**config.mk**
```make
export PLATFORM = sky130hd
export DESIGN_NAME = stack_ctrl
export DESIGN_NICKNAME = d
export VERILOG_FILES = /design/src/rtl/stack_ctrl.sv
export SDC_FILE = /design/constraint.sdc
export NUM_CORES = 1
export LEC_CHECK = 0
export CAP_MARGIN = 5
export CORE_ASPECT_RATIO = 1.5
export CORE_UTILIZATION = 48
export CTS_CLUSTER_SIZE = 25
export DETAILED_ROUTE_END_ITERATION = 10
export GPL_ROUTABILITY_DRIVEN = 1
export PLACE_DENSITY = 0.87
export SETUP_SLACK_MARGIN = 0.1
export SYNTH_ARGS = -nofsm -noshare
export SYNTH_HDL_FRONTEND = slang
export SYNTH_SLANG_ARGS = --single-unit
```
**constraint.sdc**
```tcl
create_clock -name CLK -period 3.06 [get_ports CLK]
set_input_delay 0.306 -clock CLK [delete_from_list [all_inputs] [get_ports CLK]]
set_output_delay 0.306 -clock CLK [all_outputs]
set_load 0.01 [all_outputs]
```
**src/rtl/stack_ctrl.sv**
```systemverilog
`default_nettype none
// ============================================================================
//  Module      : stack_ctrl
//  Description : Stack and error side-channel responder for the class-10
//                instruction decoder. Owns the stack count, sequences one
//                data-memory access per push/pop and latches the first error
//                into a sticky halt register.
//  Revision    : 1.0  initial release
// ----------------------------------------------------------------------------
//  Optional feature macro:
//    STACK_CTRL_HIGHWATER_EN  adds output SC_Max, the highest SC reached
//                             since reset or Err_Clr.
// ----------------------------------------------------------------------------
//  Ports:
//    CLK       in   1     system clock, rising edge
//    RST       in   1     synchronous active-high reset
//    ID_Valid  in   1     qualifies SCN / ER_CDE
//    SCN       in   2     00 none, 01 push, 10 pop, 11 illegal
//    ER_CDE    in   8     decoder error code, 0 = no error
//    Err_Clr   in   1     clears halt and error code
//    SC        out  SC_W  current stack count
//    SP_Ad     out  16    stack slot address of the current access
//    Mem_WE    out  1     data-memory write strobe (push)
//    Mem_RE    out  1     data-memory read strobe (pop)
//    Busy      out  1     stack access in flight
//    Halt      out  1     sticky error halt
//    Err_Code  out  8     first latched error code
//    SC_Max    out  SC_W  high-water mark (STACK_CTRL_HIGHWATER_EN only)
// ============================================================================

module stack_ctrl #(
    parameter int          SC_W      = 3,
    parameter logic [15:0] STACK_TOP = 16'h00FF
) (
    input  logic            CLK,
    input  logic            RST,
    input  logic            ID_Valid,
    input  logic [1:0]      SCN,
    input  logic [7:0]      ER_CDE,
    input  logic            Err_Clr,
    output logic [SC_W-1:0] SC,
    output logic [15:0]     SP_Ad,
    output logic            Mem_WE,
    output logic            Mem_RE,
    output logic            Busy,
    output logic            Halt,
    output logic [7:0]      Err_Code
`ifdef STACK_CTRL_HIGHWATER_EN
    ,
    output logic [SC_W-1:0] SC_Max
`endif
);

    // ------------------------------------------------------------------
    // Constants
    // ------------------------------------------------------------------
    localparam logic [1:0] SCN_NONE    = 2'b00;
    localparam logic [1:0] SCN_PUSH    = 2'b01;
    localparam logic [1:0] SCN_POP     = 2'b10;
    localparam logic [1:0] SCN_ILLEGAL = 2'b11;

    localparam logic [7:0] ERR_OVERFLOW  = 8'h03;
    localparam logic [7:0] ERR_UNDERFLOW = 8'h04;
    localparam logic [7:0] ERR_ILLEGAL   = 8'h07;

    localparam logic [SC_W-1:0] SC_ONE  = SC_W'(1);
    localparam logic [SC_W-1:0] SC_FULL = '1;

    typedef enum logic [1:0] {
        ST_IDLE = 2'd0,
        ST_PUSH = 2'd1,
        ST_POP  = 2'd2,
        ST_HALT = 2'd3
    } state_t;

    // ------------------------------------------------------------------
    // State
    // ------------------------------------------------------------------
    state_t            state_q,    state_d;
    logic [SC_W-1:0]   sc_q,       sc_d;
    logic [15:0]       sp_ad_q,    sp_ad_d;
    logic              mem_we_q,   mem_we_d;
    logic              mem_re_q,   mem_re_d;
    logic              busy_q,     busy_d;
    logic              halt_q,     halt_d;
    logic [7:0]        err_code_q, err_code_d;

    // ------------------------------------------------------------------
    // Address arithmetic: SC zero-extended to 16 bits so the slot
    // addresses match the decoder's literal calculation.
    // ------------------------------------------------------------------
    logic [15:0]     sc_ext;
    logic [15:0]     push_addr;
    logic [15:0]     pop_addr;
    logic [SC_W-1:0] sc_inc;
    logic [SC_W-1:0] sc_dec;

    assign sc_ext    = {{(16-SC_W){1'b0}}, sc_q};
    assign push_addr = STACK_TOP - sc_ext;
    assign pop_addr  = STACK_TOP + 16'd1 - sc_ext;
    assign sc_inc    = sc_q + SC_ONE;
    assign sc_dec    = sc_q - SC_ONE;

`ifdef STACK_CTRL_HIGHWATER_EN
    logic [SC_W-1:0] sc_max_q, sc_max_d;
`endif

    // ------------------------------------------------------------------
    // Next-state and output logic
    // ------------------------------------------------------------------
    always_comb begin
        state_d    = state_q;
        sc_d       = sc_q;
        sp_ad_d    = sp_ad_q;
        mem_we_d   = 1'b0;
        mem_re_d   = 1'b0;
        busy_d     = 1'b0;
        halt_d     = halt_q;
        err_code_d = err_code_q;
`ifdef STACK_CTRL_HIGHWATER_EN
        sc_max_d   = sc_max_q;
`endif

        case (state_q)
            ST_IDLE: begin
                if (ID_Valid) begin
                    if (ER_CDE != 8'h00) begin
                        // Decoder-reported error wins over any stack request.
                        err_code_d = ER_CDE;
                        halt_d     = 1'b1;
                        state_d    = ST_HALT;
                    end else if (SCN == SCN_ILLEGAL) begin
                        err_code_d = ERR_ILLEGAL;
                        halt_d     = 1'b1;
                        state_d    = ST_HALT;
                    end else if ((SCN == SCN_PUSH) && (sc_q == SC_FULL)) begin
                        err_code_d = ERR_OVERFLOW;
                        halt_d     = 1'b1;
                        state_d    = ST_HALT;
                    end else if ((SCN == SCN_POP) && (sc_q == '0)) begin
                        err_code_d = ERR_UNDERFLOW;
                        halt_d     = 1'b1;
                        state_d    = ST_HALT;
                    end else if (SCN == SCN_PUSH) begin
                        sp_ad_d  = push_addr;
                        mem_we_d = 1'b1;
                        busy_d   = 1'b1;
                        state_d  = ST_PUSH;
                    end else if (SCN == SCN_POP) begin
                        sp_ad_d  = pop_addr;
                        mem_re_d = 1'b1;
                        busy_d   = 1'b1;
                        state_d  = ST_POP;
                    end else begin
                        // SCN_NONE: nothing to do.
                        state_d = ST_IDLE;
                    end
                end
            end

            // The strobe was driven during this cycle; commit the count as
            // the access completes.
            ST_PUSH: begin
                sc_d    = sc_inc;
                state_d = ST_IDLE;
`ifdef STACK_CTRL_HIGHWATER_EN
                if (sc_inc > sc_max_q) begin
                    sc_max_d = sc_inc;
                end
`endif
            end

            ST_POP: begin
                sc_d    = sc_dec;
                state_d = ST_IDLE;
            end

            ST_HALT: begin
                // Requests are ignored and SC is frozen until Err_Clr.
                halt_d = 1'b1;
            end

            default: begin
                state_d = ST_IDLE;
            end
        endcase

        // Err_Clr overrides everything, including a request sampled in the
        // same cycle: that request is dropped and SP_Ad keeps its value.
        if (Err_Clr) begin
            err_code_d = 8'h00;
            halt_d     = 1'b0;
            state_d    = ST_IDLE;
            sp_ad_d    = sp_ad_q;
            mem_we_d   = 1'b0;
            mem_re_d   = 1'b0;
            busy_d     = 1'b0;
`ifdef STACK_CTRL_HIGHWATER_EN
            sc_max_d   = '0;
`endif
        end
    end

    // ------------------------------------------------------------------
    // Registers
    // ------------------------------------------------------------------
    always_ff @(posedge CLK) begin
        if (RST) begin
            state_q    <= ST_IDLE;
            sc_q       <= '0;
            sp_ad_q    <= STACK_TOP;
            mem_we_q   <= 1'b0;
            mem_re_q   <= 1'b0;
            busy_q     <= 1'b0;
            halt_q     <= 1'b0;
            err_code_q <= 8'h00;
        end else begin
            state_q    <= state_d;
            sc_q       <= sc_d;
            sp_ad_q    <= sp_ad_d;
            mem_we_q   <= mem_we_d;
            mem_re_q   <= mem_re_d;
            busy_q     <= busy_d;
            halt_q     <= halt_d;
            err_code_q <= err_code_d;
        end
    end

`ifdef STACK_CTRL_HIGHWATER_EN
    always_ff @(posedge CLK) begin
        if (RST) begin
            sc_max_q <= '0;
        end else begin
            sc_max_q <= sc_max_d;
        end
    end

    assign SC_Max = sc_max_q;
`endif

    // ------------------------------------------------------------------
    // Outputs
    // ------------------------------------------------------------------
    assign SC       = sc_q;
    assign SP_Ad    = sp_ad_q;
    assign Mem_WE   = mem_we_q;
    assign Mem_RE   = mem_re_q;
    assign Busy     = busy_q;
    assign Halt     = halt_q;
    assign Err_Code = err_code_q;

endmodule

`default_nettype wire
```
# After elaboration in Yosys (flattened, before gate mapping)
# Cells that the tools add are included.
[classes] add_sub_neg=4 mux=24 n_eq_ne=9 bitwise_logic=7 reduce_logical=18
[ops] op="$mux 16" count=2
[ops] op="$mux 8" count=4
[ops] op="$mux 2" count=7
[ops] op="$sub 9x3->10 const A" count=1
[ops] op="$reduce_or 9->1" count=1
[ops] op="$sub 8x3->9 const A" count=1
[ops] op="$eq 2x2->1 const B" count=4
[ops] op="$mux 1" count=8
[ops] op="$reduce_and 8->1" count=1
[ops] op="$reduce_bool 2->1" count=4
[ops] op="$reduce_bool 8->1" count=1
[ops] op="$reduce_or 8->1" count=1
[ops] op="$not 1->1" count=7
[ops] op="$pmux 3 s2" count=1
[ops] op="$reduce_and 3->1" count=2
[ops] op="$ne 5x5->1 const B" count=1
[ops] op="$eq 2x1->1 const B" count=2
[ops] op="$pmux 2 s2" count=1
[ops] op="$reduce_bool 4->1" count=1
[ops] op="$reduce_or 2->1" count=2
[ops] op="$add 3x1->3 const B" count=1
[ops] op="$eq 3x3->1 const B" count=1
[ops] op="$logic_not 3->1" count=1
[ops] op="$sub 3x1->3 const B" count=1
[ops] op="5 further kinds" count=6
[totals] inputBits=14 register_bits=33 word_cells=70

# Longest topological paths before layout
[logic_depth] word_depth=9 ltp_mapped=8

# Worst setup path after synthesis
# No wires, ideal clock.
[synth_path] path_type="flip-flop to flip-flop" start="register sc_q[0], in the netlist SC[0]" end="register sp_ad_q[8], in the netlist SP_Ad[8]" path_buffers=0 synth_period_minus_slack_ps=1923 arrival_time_ps=1802 stages_incl_launch_ff=7 setup_slack_ps=1137 t_required_ps=2939 setup_ps=121 path_cell_list="dfxtp_1 -> inv_1 -> ha_1 -> ha_1 -> a21oi_1 -> nand3_4 -> mux2_4"
[synth_between] elab_chain_cells=4
[synth_rtl] item="start: declaration" line="80" rtl="logic [SC_W-1:0] sc_q, sc_d;"
[synth_rtl] item="start signal: assignment" line="210" rtl="sc_q <= '0;"
[synth_rtl] item="start signal: assignment" line="219" rtl="sc_q <= sc_d;"
[synth_rtl] item="parallel branches: the longest is 4 deep, another holds $sub 9x3->10"
[synth_rtl] item="end signal: assignment" line="220" rtl="sp_ad_q <= sp_ad_d;"
[synth_rtl] item="end: declaration" line="81" rtl="logic [15:0] sp_ad_q, sp_ad_d;"
# Parallel ways; which one is timed is not known. The select of a mux whose other input is x is not followed.
# A chain may end at the register's enable or synchronous reset.

# Final worst setup path
[layout_path] start="input SCN[1]" end="register sp_ad_q[8], in the netlist SP_Ad[8]"
[layout_between] elab_chain_cells=4
[layout_rtl] item="start: declaration" line="38" rtl="input logic [1:0] SCN,"
[layout_rtl] item="$eq 2x2->1 / $eq 2x1->1 (equally long branches)"
[layout_rtl] item="$logic_and 1x1->1 (on tied branches)" line="140, 136"
[layout_rtl] item="$not 1->1 (no line)"
[layout_rtl] item="$reduce_and 8->1 (no line)"
# Several ways; a longest one is shown, not always the timed one.

==> flow_summary.ini <==
[run_status]
outcome = finished, violations left
violations = DRC

[die]
die_x_um = 44.2
core_area_um2 = 2480
io-pin-count = 45
die_y_um = 65.3
start_util_pct = 51.7
dieArea_um2 = 2880
rows = 22

[synth]
synth.largest_area_cell = dfxtp_1
yosysTopAreaCellShare_pct = 35.9
yosysSeqAreaShare_pct = 35.9
netlist_area_um2 = 1280
synth.cells.most_frequent = 23 x dfxtp_1, 17 x nand2_1, 13 x inv_1, 13 x nor2_1, 10 x buf_4
yosysMostFrequentCell = dfxtp_1
ys_ff_latch = 23
synth.area.top_cells = dfxtp_1 36%, ha_1 8.8%, mux2i_1 7.0%
ys.flop_type = dfxtp_1
syn_inst = 145
synth_edf_count = 0
synth-async-reset-ratio_pct = 0
avgSynthCellArea_um2 = 8.84
synth_cell_types = 37
yosys_warnings = 0

[place]
placedInstanceArea_um2 = 1630
place_ws_ns = 0.635
place_inst = 201
hpwl_um = 2170
place.gp.congestion = 0.889
portBuffers = 37

[detailed_routing]
ant_nets = 0
drt_first_iter_violations = 32
via_per_inst = 5.57
drt-total-wl_um = 2650
wirelength_met1_um = 951
wire_per_inst_um = 12.9
top_layer = met4
drt-pass1-iter-count = 7
num_vias = 1141
route.met3.wl_um = 147
routed-wl-met2_um = 1470
drc = 4

[final_layout]
diodes = 0
multiInputGateArea_um2 = 712
stdcell_count = 205
regArea_um2 = 460
fin_area_um2 = 1660
final.fill_count = 210
post-route-util_pct = 66.8
nets = 206
syn_to_final_growth_pct = 29.2
layout-drive-gt1-share_pct = 5.52

[worst_setup_path]
r2r_cells = 6
cp.depth = 7
cp_cell_sequence = clkdlybuf4s50_1, inv_1, ha_1, and3_1, a21oi_1, nand3_4, mux2_4
crit_family = buffers and inverters
cp-start-kind = input pin
max_stage_delay_ns = 0.55
critical_path.max_fanout = 6
worst-path-buf-inv = 2
crit_arrival_ns = 2.31
cp-startpoint = SCN[1]
reg2reg_setup_slack_ns = 1.00
crit_path_top_delay_cell = clkdlybuf4s50_1
criticalPathCategory = input pin to flip-flop
r2r_end = SP_Ad[8]
cp-end-kind = flip-flop
rr_startpoint = SC[0]
required_ns = 3.27
endpoint = SP_Ad[8]

[global_routing]
grt_max_degree = 17
grt_pass1_wl_um = 4320
grt_pass1_vias = 1055
grt_usage_pct = 19.6
antenna_found_initial = 0
overflow = 0

[run]
maxCapViolCount = 0

[timing]
rsz0062_at_grt = false
setup_violations = 0
hold_violations = 0
tightest_slew_ns = 0.519
fin_ws_ns = 0.962
drv_slew = 0
max_slew_margin_pct = 65.3
maxClockFrequency_ghz = 0.477
setup_tns_ns = 0
clock_skew_ns = 0.00292
period_minus_slack_ns = 2.10
finalCritPeriodShare_pct = 68.6

[clock_network]
htreeDepth = 1
clkTransAtPathRegs_ns = 0.12
cts_num_sinks = 23
cts_buffers = 3
ctsHoldBuffers = 0
clock_latency_ns = 0.31
cts_buffer_depth = 2
cts_tree = built
cts-resized-gates = 0
post_cts_buffers = 0
root_buffer = clkbuf_4

[power]
p_leak_nw = 0.699
p_per_area_nw_per_um2 = 366
peakVddDrop_mv = 0.210

[min_path]
worst_hold_path_type = flip-flop to flip-flop
==> metrics by stage <==
stage                     total power [W]  hold slack, ns
final                            0.000605           0.456
after global routing             0.000636           0.469
after CTS                        0.000607           0.458
after detailed placement         0.000474           0.440
after global placement           0.000469           0.436
after floorplan                  0.000421           0.448
==> logic make-up (layout without fill, tap and decap cells) <==
group	Yosys count	after routing	share of synthesized area, %
mux	10	10	8.20
xor+xnor	4	4	2.73
flops	23	23	35.9
buf+inv	25	55	10.3
simple gates	52	52	21.1
compound gates	20	20	11.1
fa+ha+maj	10	10	10.4
other cells	1	7	0.293
==> worst min-delay path by stage <==
| stage | startpoint | to | slack, ns | cells after the start |
|---|---|---|---|---|
| after floorplan | ER_CDE[3] | Err_Code[3] | 0.45 | 2 |
| after global placement | Err_Code[0] | Err_Code[0] | 0.44 | 2 |
| after detailed placement | Err_Code[1] | Err_Code[1] | 0.44 | 2 |
| after CTS | Err_Code[1] | Err_Code[1] | 0.46 | 2 |
| after global routing | Err_Code[1] | Err_Code[1] | 0.47 | 2 |
| final | Err_Code[1] | Err_Code[1] | 0.46 | 2 |
==> worst register-to-register path: stages (launching register included) <==
cell and delay, ns:
dfxtp_1 0.48, inv_1 0.13, ha_1 0.22, ha_1 0.21, a21oi_1 0.38, nand3_4 0.20, mux2_4 0.34
==> power by group <==
part,total [W],internal (W),switching (W)
logic,0.000144,0.0000689,0.0000751
clock network,0.000138,0.0000509,0.0000874
registers,0.000323,0.000311,0.0000124
total,0.000605,0.000431,0.000175
==> state kept, by name, summed over array words and instances, names as in the netlist <==
| register | count |
|---|---|
| Mem_RE | 1 |
| SC | 3 |
| state_q | 2 |
| Mem_WE | 1 |
| Halt | 1 |
| Err_Code | 8 |
| Busy | 1 |
| SP_Ad | 6 |
==> cell type report <==
| class | instances | area share (%) |
|---|---|---|
| tap | 24 | 1.81 |
| timing repair buffer | 38 | 22.8 |
| multi-input combinational | 103 | 43.0 |
| clock buffer | 4 | 1.59 |
| sequential | 23 | 27.8 |
| inverter | 13 | 2.95 |
==> layer usage <==
metal	vias up	GRT usage, %
met5	-	0
met4	0	8.33
met3	9	2.20
met2	47	37.1
met1	535	20.7
li1	550	-
==> layout by cell type (no fill, tap or decap), types with 2 or more instances in the layout <==
cell,n
clkbuf_4,3
clkdlybuf4s50_1,37
a21oi_1,5
mux2i_1,9
and3_1,2
dfxtp_1,23
ha_1,9
nor4_1,4
nor3_1,4
o31ai_1,2
inv_1,13
nand2_1,17
a211oi_1,4
conb_1,7
nand3_1,3
xnor2_1,3
nor2_1,13
a22o_1,2
Power figures use the tool's default switching activity.
